File: config.mk
export PLATFORM = sky130hd
export DESIGN_NAME = retire_trace_buffer
export DESIGN_NICKNAME = d
export VERILOG_FILES = /design/src/rtl/riscv_pkg.sv /design/src/rtl/retire_trace_buffer_fifo.sv /design/src/rtl/retire_trace_buffer.sv
export SDC_FILE = /design/constraint.sdc
export NUM_CORES = 2
export LEC_CHECK = 0
export CAP_MARGIN = 20
export CORE_UTILIZATION = 30
export DETAILED_ROUTE_END_ITERATION = 10
export PLACE_DENSITY = 0.48
export SYNTH_ARGS = -nofsm -noshare
export SYNTH_HDL_FRONTEND = slang
export SYNTH_SLANG_ARGS = --single-unit
export TNS_END_PERCENT = 30
File: constraint.sdc
create_clock -name clk_i -period 6 [get_ports clk_i]
set_clock_uncertainty 0.05 [all_clocks]
set_input_delay 1.2 -clock clk_i [delete_from_list [all_inputs] [get_ports clk_i]]
set_output_delay 1.2 -clock clk_i [all_outputs]
set_load 0.005 [all_outputs]
File: src/rtl/riscv_pkg.sv
// riscv_pkg: shared types for the multicycle RISC-V core (riscv_mc).
//   XLEN / XWIDTH : datapath width / register-index width
//   opcode_e      : base RV32I major opcodes (instr[6:0])
//   trace_kind_e  : classification of a retirement trace record
//   trace_rec_t   : one retirement trace record as stored in the trace FIFO
package riscv_pkg;
  localparam int XLEN   = 32;
  localparam int XWIDTH = 5;

  typedef enum logic [6:0] {
    OP_L     = 7'b0000011,
    OP_I     = 7'b0010011,
    OP_AUIPC = 7'b0010111,
    OP_S     = 7'b0100011,
    OP_R     = 7'b0110011,
    OP_LUI   = 7'b0110111,
    OP_B     = 7'b1100011,
    OP_JALR  = 7'b1100111,
    OP_JAL   = 7'b1101111
  } opcode_e;

  typedef enum logic [1:0] {
    K_NONE  = 2'd0,
    K_REG   = 2'd1,
    K_LOAD  = 2'd2,
    K_STORE = 2'd3
  } trace_kind_e;

  typedef struct packed {
    trace_kind_e         kind;
    logic [XLEN-1:0]     pc;
    logic [XLEN-1:0]     instr;
    logic [XWIDTH-1:0]   rd;
    logic [XLEN-1:0]     data;
    logic [XLEN-1:0]     addr;
  } trace_rec_t;

  typedef enum logic [1:0] {
    S_RUN    = 2'd0,
    S_DRAIN  = 2'd1,
    S_HALTED = 2'd2
  } rtb_state_e;
endpackage

File: src/rtl/retire_trace_buffer_fifo.sv
// trace_fifo: show-ahead FIFO of trace_rec_t.
//   clk_i, rstn_i (async, active low)
//   push_i/din_i : write; accepted when not full, or when full with a pop
//   pop_i        : consume head; ignored while empty
//   dout_o       : head record (all zeros while empty)
//   full_o, empty_o, count_o : status, count_o exact 0..DEPTH
import riscv_pkg::*;

module trace_fifo #(
  parameter int DEPTH = 16,
  localparam int AW = $clog2(DEPTH)
) (
  input  logic       clk_i,
  input  logic       rstn_i,
  input  logic       push_i,
  input  trace_rec_t din_i,
  input  logic       pop_i,
  output trace_rec_t dout_o,
  output logic       full_o,
  output logic       empty_o,
  output logic [AW:0] count_o
);
  localparam logic [AW:0] FULL_CNT = (AW+1)'(DEPTH);

  trace_rec_t        mem_q [DEPTH];
  logic [AW-1:0]     wr_ptr_q, rd_ptr_q;
  logic [AW:0]       cnt_q, cnt_d;
  logic              do_push, do_pop;

  assign empty_o = (cnt_q == '0);
  assign full_o  = (cnt_q == FULL_CNT);
  assign count_o = cnt_q;

  // A pop frees the slot the push writes into, so full+pop still accepts.
  assign do_pop  = pop_i && !empty_o;
  assign do_push = push_i && (!full_o || do_pop);
  assign cnt_d   = cnt_q + {{AW{1'b0}}, do_push} - {{AW{1'b0}}, do_pop};

  // Zeroed while empty so stale storage never reaches the port after reset.
  assign dout_o = empty_o ? '0 : mem_q[rd_ptr_q];

  always_ff @(posedge clk_i) begin
    if (do_push) mem_q[wr_ptr_q] <= din_i;
  end

  always_ff @(posedge clk_i or negedge rstn_i) begin
    if (!rstn_i) begin
      wr_ptr_q <= '0;
      rd_ptr_q <= '0;
      cnt_q    <= '0;
    end else begin
      if (do_push) wr_ptr_q <= wr_ptr_q + AW'(1);
      if (do_pop)  rd_ptr_q <= rd_ptr_q + AW'(1);
      cnt_q <= cnt_d;
    end
  end
endmodule

File: src/rtl/retire_trace_buffer.sv
// retire_trace_buffer: retirement-trace capture for riscv_mc.
//   Classifies each retired instruction (REG/LOAD/STORE/NONE), buffers it in
//   a show-ahead FIFO drained over trc_valid_o/trc_ready_i. An all-zero
//   instruction starts a drain; halt_o rises once the FIFO is empty.
// Ports:
//   clk_i, rstn_i (async, active low)
//   ret_*  : retirement record input, ret_valid_i is a one-cycle pulse
//   trc_*  : head record + valid/ready handshake
//   count_o, drop_cnt_o (saturating), overflow_o (sticky), halt_o
// Build option:
//   RETIRE_TRACE_SKIP_NONE_EN - NONE-kind records are never pushed (and never
//   counted as drops); otherwise every retired instruction is recorded.
import riscv_pkg::*;

module retire_trace_buffer #(
  parameter int DEPTH  = 16,
  parameter int DROP_W = 16,
  localparam int CW = $clog2(DEPTH) + 1
) (
  input  logic              clk_i,
  input  logic              rstn_i,
  input  logic              ret_valid_i,
  input  logic [XLEN-1:0]   ret_pc_i,
  input  logic [XLEN-1:0]   ret_instr_i,
  input  logic [XLEN-1:0]   ret_result_i,
  input  logic [XLEN-1:0]   ret_load_addr_i,
  input  logic [XLEN-1:0]   ret_mem_data_i,
  output logic              trc_valid_o,
  input  logic              trc_ready_i,
  output logic [1:0]        trc_kind_o,
  output logic [XLEN-1:0]   trc_pc_o,
  output logic [XLEN-1:0]   trc_instr_o,
  output logic [XWIDTH-1:0] trc_rd_o,
  output logic [XLEN-1:0]   trc_data_o,
  output logic [XLEN-1:0]   trc_addr_o,
  output logic [CW-1:0]     count_o,
  output logic [DROP_W-1:0] drop_cnt_o,
  output logic              overflow_o,
  output logic              halt_o
);
  rtb_state_e          state_q;
  logic                halt_q, ovf_q;
  logic [DROP_W-1:0]   drop_cnt_q, drop_cnt_d;
  trace_rec_t          rec, head;
  logic                full, empty, push, pop, drop, halt_seen, eligible;
  logic [CW-1:0]       fifo_cnt;
  logic [6:0]          opc;
  logic [XWIDTH-1:0]   rd;

  assign opc = ret_instr_i[6:0];
  assign rd  = ret_instr_i[11:7];

  always_comb begin
    rec       = '0;
    rec.kind  = K_NONE;
    rec.pc    = ret_pc_i;
    rec.instr = ret_instr_i;
    case (opc)
      OP_S: begin
        rec.kind = K_STORE;
        rec.addr = ret_result_i;
        rec.data = ret_mem_data_i;
      end
      OP_L: if (rd != '0) begin
        rec.kind = K_LOAD;
        rec.rd   = rd;
        rec.data = ret_result_i;
        rec.addr = ret_load_addr_i;
      end
      OP_R, OP_I, OP_JAL, OP_JALR, OP_AUIPC, OP_LUI: if (rd != '0) begin
        rec.kind = K_REG;
        rec.rd   = rd;
        rec.data = ret_result_i;
      end
      default: ;
    endcase
  end

`ifdef RETIRE_TRACE_SKIP_NONE_EN
  assign eligible = (rec.kind != K_NONE);
`else
  assign eligible = 1'b1;
`endif

  assign halt_seen = (state_q == S_RUN) && ret_valid_i && (ret_instr_i == '0);
  assign push      = (state_q == S_RUN) && ret_valid_i && (ret_instr_i != '0) && eligible;
  assign pop       = trc_valid_o && trc_ready_i;
  assign drop      = push && full && !pop;

  trace_fifo #(.DEPTH(DEPTH)) u_fifo (
    .clk_i   (clk_i),
    .rstn_i  (rstn_i),
    .push_i  (push),
    .din_i   (rec),
    .pop_i   (pop),
    .dout_o  (head),
    .full_o  (full),
    .empty_o (empty),
    .count_o (fifo_cnt)
  );

  assign trc_valid_o = !empty;
  assign trc_kind_o  = head.kind;
  assign trc_pc_o    = head.pc;
  assign trc_instr_o = head.instr;
  assign trc_rd_o    = head.rd;
  assign trc_data_o  = head.data;
  assign trc_addr_o  = head.addr;
  assign count_o     = fifo_cnt;
  assign drop_cnt_o  = drop_cnt_q;
  assign overflow_o  = ovf_q;
  assign halt_o      = halt_q;

  // Emptiness is checked every DRAIN cycle, including the entry cycle.
  always_ff @(posedge clk_i or negedge rstn_i) begin
    if (!rstn_i) begin
      state_q <= S_RUN;
      halt_q  <= 1'b0;
    end else begin
      case (state_q)
        S_RUN:   if (halt_seen) state_q <= S_DRAIN;
        S_DRAIN: if (fifo_cnt == '0) begin
          state_q <= S_HALTED;
          halt_q  <= 1'b1;
        end
        default: ;
      endcase
    end
  end

  assign drop_cnt_d = (drop && (drop_cnt_q != {DROP_W{1'b1}})) ? drop_cnt_q + DROP_W'(1)
                                                                : drop_cnt_q;

  always_ff @(posedge clk_i or negedge rstn_i) begin
    if (!rstn_i) begin
      drop_cnt_q <= '0;
      ovf_q      <= 1'b0;
    end else begin
      drop_cnt_q <= drop_cnt_d;
      if (drop) ovf_q <= 1'b1;
    end
  end
endmodule

# Word-level counts from Yosys, hierarchy flattened
# Memory sizes are Yosys's and may differ from the RTL's.
# Index checks and enable logic that the tools add are counted.
# word_totals
register_bits	33
ram_bits	2160
inputBits	164
output_inout_bits	159
word_cells	62
mem_count	1
# op_classes
add_sub_neg	5
n_eq_ne	13
n_mux	14
reduce_logical	22
# mem_list
memory	words	width	rd	rd_ports_with_merged_regs	write_ports	line	source
u_fifo.mem_q	16	135	1	0	1	retire_trace_buffer_fifo.sv:25	trace_rec_t mem_q [DEPTH];
# ops
cell	n
2-to-1 mux 135 bit	1
one-hot mux 32 bit (3 select lines)	1
2-to-1 mux 69 bit	1
one-hot mux 32 bit (2 select lines)	1
2-to-1 mux 37 bit	1
zero test 32 bit	1
nonzero test 32 bit	1
equality test 7 x 6 -> 1 bit, second input constant	3
adder 16 x 1 -> 16 bit, second input constant	1
inequality test 16 bit, second input constant	1
equality test 7 x 5 -> 1 bit, second input constant	2
equality test 7 bit, second input constant	2
one-hot mux 5 bit (2 select lines)	1
logical AND 1 bit	9
adder 4 x 1 -> 4 bit, second input constant	2
equality test 7 x 2 -> 1 bit, second input constant	1
2-to-1 mux 2 bit	3
one-hot mux 2 bit (3 select lines)	1
OR reduction 6 bit	1
adder 5 x 1 -> 5 bit	1
equality test 5 bit, second input constant	1
zero test 5 bit	1
nonzero test 5 bit	1
subtractor 5 x 1 -> 5 bit	1
11 further kinds	15

# Logic depth before layout (Yosys ltp)
# depth
word_depth	8
ltp_mapped	15
ltp_nobuf	14

# Modules after synthesis
# A second synthesis with hierarchy kept.
# unflattened
cells_unflattened	3547
hier_area_um2	83395.0
# by_module_without_submodules
mod	n_inst	cells_per_inst	area_per_inst_um2	seq_area_each_um2
trace_fifo	1	3344	81572.0	65187.5
retire_trace_buffer	1	203	1823.0	500.5

# Least setup slack after synthesis
# OpenSTA, ideal clock, no wires.
# synth_timing
kind	input to register
startpoint	input ret_valid_i
endpoint	memory u_fifo.mem_q[0][0] (netlist name) (enable)
setup_ns	0.511
arrival_ns	5.495
required_ns	5.439
slack_ns	-0.056
cell_stages	5
path_buffers	2
cell_sequence	nor3b_1 > and3_1 > clkbuf_1 > buf_2 > and3_1
# synth_via
elab_chain_len	5
# synth_lines
item	line	source
start: declaration	retire_trace_buffer.sv:22	input logic ret_valid_i,
logical AND 1 bit (2 in a row)	retire_trace_buffer.sv:86	assign push = (state_q == S_RUN) && ret_valid_i && (ret_instr_i != '0) && eligible;
logical AND 1 bit	retire_trace_buffer_fifo.sv:36	assign do_push = push_i && (!full_o || do_pop);
net u_fifo.do_push	retire_trace_buffer_fifo.sv:28	logic do_push, do_pop;
2-to-1 mux 1 bit	retire_trace_buffer_fifo.sv:43	if (do_push) mem_q[wr_ptr_q] <= din_i;
2-to-1 mux 1 bit (implied by the code)	retire_trace_buffer_fifo.sv:43	
end: declaration	retire_trace_buffer_fifo.sv:25	
# The timed path passes the listed nets, and every way through them passes these cells.

# Final worst setup path
# layout_timing
startpoint	register u_fifo.rd_ptr_q[0]
endpoint	output trc_instr_o[1]
# layout_via
elab_chain_len	2
# layout_lines
item	line	source
start: declaration	retire_trace_buffer_fifo.sv:26	logic [AW-1:0] wr_ptr_q, rd_ptr_q;
start signal: assignment	retire_trace_buffer_fifo.sv:53	if (do_pop) rd_ptr_q <= rd_ptr_q + AW'(1);
memory (16 x 135 bit)	n/a	
2-to-1 mux 135 bit	retire_trace_buffer_fifo.sv:40	assign dout_o = empty_o ? '0 : mem_q[rd_ptr_q];
end: declaration	retire_trace_buffer.sv:32	output logic [XLEN-1:0] trc_instr_o,
# No other way between the ends.

==> flow_summary.json <==
{
  "status": "complete, but fails checks",
  "failed_checks": "DRC",
  "fillers": 25400,
  "clkTransAtPathRegs_ns": 0.06,
  "grt_pass1_wl_mm": 324,
  "worstPathMaxFanout": 29,
  "r2r_start": "u_fifo.count_o[2]$_DFF_PN0_",
  "power_mw": 45.3,
  "peakVddDrop_v": 0.000267,
  "yosysWarnings": 0,
  "synthesis.nets": 3597,
  "setup_violations": 0,
  "drt-pass1-iter-count": 9,
  "wire_per_inst_um": 29.2,
  "worst_setup_path_start_kind": "flip-flop",
  "antenna_found_initial": 25,
  "final_util_pct": 36.0,
  "final_common_cell": "edfxtp_1",
  "seqCellArea_mm2": 0.0657,
  "drive_above_1_share_pct": 28.2,
  "port_buffers": 322,
  "start_util_pct": 30.2,
  "hp-class": "flip-flop to flip-flop",
  "period_share_pct": 88.9,
  "area_growth_pct": 19.2,
  "post_cts_resized": 0,
  "place_congestion": 0.776,
  "first_global_vias": 41400,
  "dpl.hpwl_mm": 129,
  "nets": 4120,
  "drc": 64,
  "die-area_mm2": 0.283,
  "worstSetupPathType": "flip-flop to primary output",
  "grt.total_usage_pct": 16.0,
  "endpoint_kind": "primary output",
  "grt_overflow_total": 0,
  "power_density_mw_per_mm2": 450,
  "min_from": "halt_o$_DFFE_PN0P_",
  "synthArstFlopShare_pct": 1.50,
  "clk_latency_ns": 0.87,
  "antenna_left": 0,
  "cts-root-buf": "clkbuf_16",
  "cts_buffer_depth": 4,
  "yosys_most_used_dff": "edfxtp_1",
  "cp_data_arrival_time_ns": 4.09,
  "cts_setup_buffers": 0,
  "cts_tree": "yes",
  "yosysSeqAreaShare_pct": 77.9,
  "row_count": 194,
  "tns_ns": 0,
  "ff2ff_path_depth": 7,
  "p_leak_nw": 30.9,
  "grt_max_degree": 95,
  "dr.first_iter.drc_count": 3539,
  "synth_area_mm2": 0.0844,
  "via_count": 38800,
  "fp.coreArea_mm2": 0.279,
  "die_h_um": 532,
  "wl_mm": 229,
  "hold_viol": 0,
  "routed_via_density": 4.95,
  "numCtsBuffers": 233,
  "max_slew_margin_pct": 25.1,
  "tightest_slew_ns": 1.12,
  "clkSinkCount": 2193,
  "slew_viol_final": 0,
  "die_w_um": 532,
  "min_to": "halt_o$_DFFE_PN0P_",
  "hold_depth": 1,
  "required_ns": 4.75,
  "cts_hold_buf": 0,
  "timing.fmax_mhz": 187,
  "yosys.cell_types.count": 39,
  "rsz0062_at_grt": "false",
  "multi_input_area_mm2": 0.0178,
  "ys_seq_elements": 2193,
  "syn_inst": 3420,
  "synth_edf_count": 2160,
  "final_cell_mix": "edfxtp_1 (2160), mux4_2 (675), clkdlybuf4s50_1 (322)",
  "avgSynthCellArea_um2": 24.7,
  "min_period_ns": 5.34,
  "maxCapViolCount": 0,
  "cts-htree-levels": 4,
  "rrSetupSlack_ns": 2.54,
  "pin_count": 323,
  "r2r_end": "u_fifo.mem_q[5][54]$_DFFE_PP_"
}
[cell type report]
class	instances	share of cell area (%)
Inverter	11	0.0411
Multi-Input combinational cell	1031	17.7
Clock buffer	292	6.10
Timing Repair Buffer	473	5.11
Clock inverter	119	1.04
Sequential cell	2193	65.3
Tap cell	3724	4.63
Antenna cell	11	0.0274
[synth_stat cells (14+ instances only)]
| library cell | instances | area (um^2) |
|---|---|---|
| a22o_1 | 64 | 561 |
| and2_1 | 144 | 901 |
| and3_1 | 15 | 93.8 |
| buf_1 | 27 | 101 |
| buf_2 | 20 | 100 |
| buf_4 | 30 | 225 |
| clkbuf_1 | 96 | 360 |
| dfrtp_1 | 33 | 826 |
| edfxtp_1 | 2160 | 64900 |
| mux4_2 | 675 | 15200 |
| nand3_1 | 15 | 75.1 |
| nor2_1 | 14 | 52.6 |
| xnor2_1 | 22 | 193 |
[sequential cells by signal, indices dropped and copies added, names as in the netlist]
name             cells
overflow_o           1
u_fifo.count_o       5
u_fifo.mem_q      2160
halt_o               1
drop_cnt_o          16
u_fifo.wr_ptr_q      4
state_q              2
u_fifo.rd_ptr_q      4
[critical path, cell delays in order (launching register included)]
cell             delay, ns
dfrtp_4               0.68
buf_12                0.30
buf_12                0.29
mux4_2                0.57
mux4_2                0.56
and2_1                0.28
clkdlybuf4s50_1       0.47
[kinds of logic (layout without fill, tap and decap cells)]
logic type | after synthesis | in the layout | share of synthesized area [%]
flip-flops | 2193 | 2193 | 77.9
adder cells (fa/ha/maj) | 13 | 13 | 0.202
multiplexers | 678 | 678 | 18.1
buffers and inverters | 196 | 895 | 1.14
other | 0 | 11 | 0
XOR/XNOR | 25 | 25 | 0.260
AO/OA/AOI/OAI | 75 | 75 | 0.743
AND/OR/NAND/NOR | 240 | 240 | 1.73
[worst max path at each step]
stage	depth (start not counted)	from	slack [ns]	end
6_report	6	u_fifo.rd_ptr_q[0]$_DFFE_PN0N_	0.66	trc_instr_o[1]
5_1_grt	6	u_fifo.rd_ptr_q[0]$_DFFE_PN0N_	0.45	trc_addr_o[1]
4_1_cts	6	u_fifo.rd_ptr_q[0]$_DFFE_PN0N_	0.48	trc_addr_o[1]
3_5_place_dp	8	ret_instr_i[27]	-0.06	u_fifo.mem_q[13][127]$_DFFE_PP_
3_3_place_gp	8	ret_instr_i[27]	0.02	u_fifo.mem_q[13][127]$_DFFE_PP_
2_1_floorplan	5	ret_valid_i	-0.06	u_fifo.mem_q[4][0]$_DFFE_PP_
[layer usage]
metal	vias to the layer above	wire length, um	global-route usage, %
met5	-	132	0
met1	21600	101000	22.0
met3	293	10300	2.38
met4	18	4630	3.61
li1	15900	-	-
met2	1036	114000	26.9
[per-stage QoR]
step	instance area [um^2]	std cells	hold WS, ns	setup slack (ns)
2_1_floorplan	84400	3420	0.401	-0.0556
3_3_place_gp	93300	7431	0.419	0.0225
3_5_place_dp	93300	7431	0.421	-0.0575
4_1_cts	101000	7842	0.440	0.484
5_1_grt	101000	7845	0.455	0.450
6_report	101000	7854	0.435	0.665
[report_power, final]
| group | switching [mW] | internal [mW] | total (mW) |
|---|---|---|---|
| combinational | 6.44 | 7.32 | 13.8 |
| sequential | 0.441 | 17.3 | 17.8 |
| clock | 5.85 | 7.92 | 13.8 |
(Power assumes the default switching activity.)
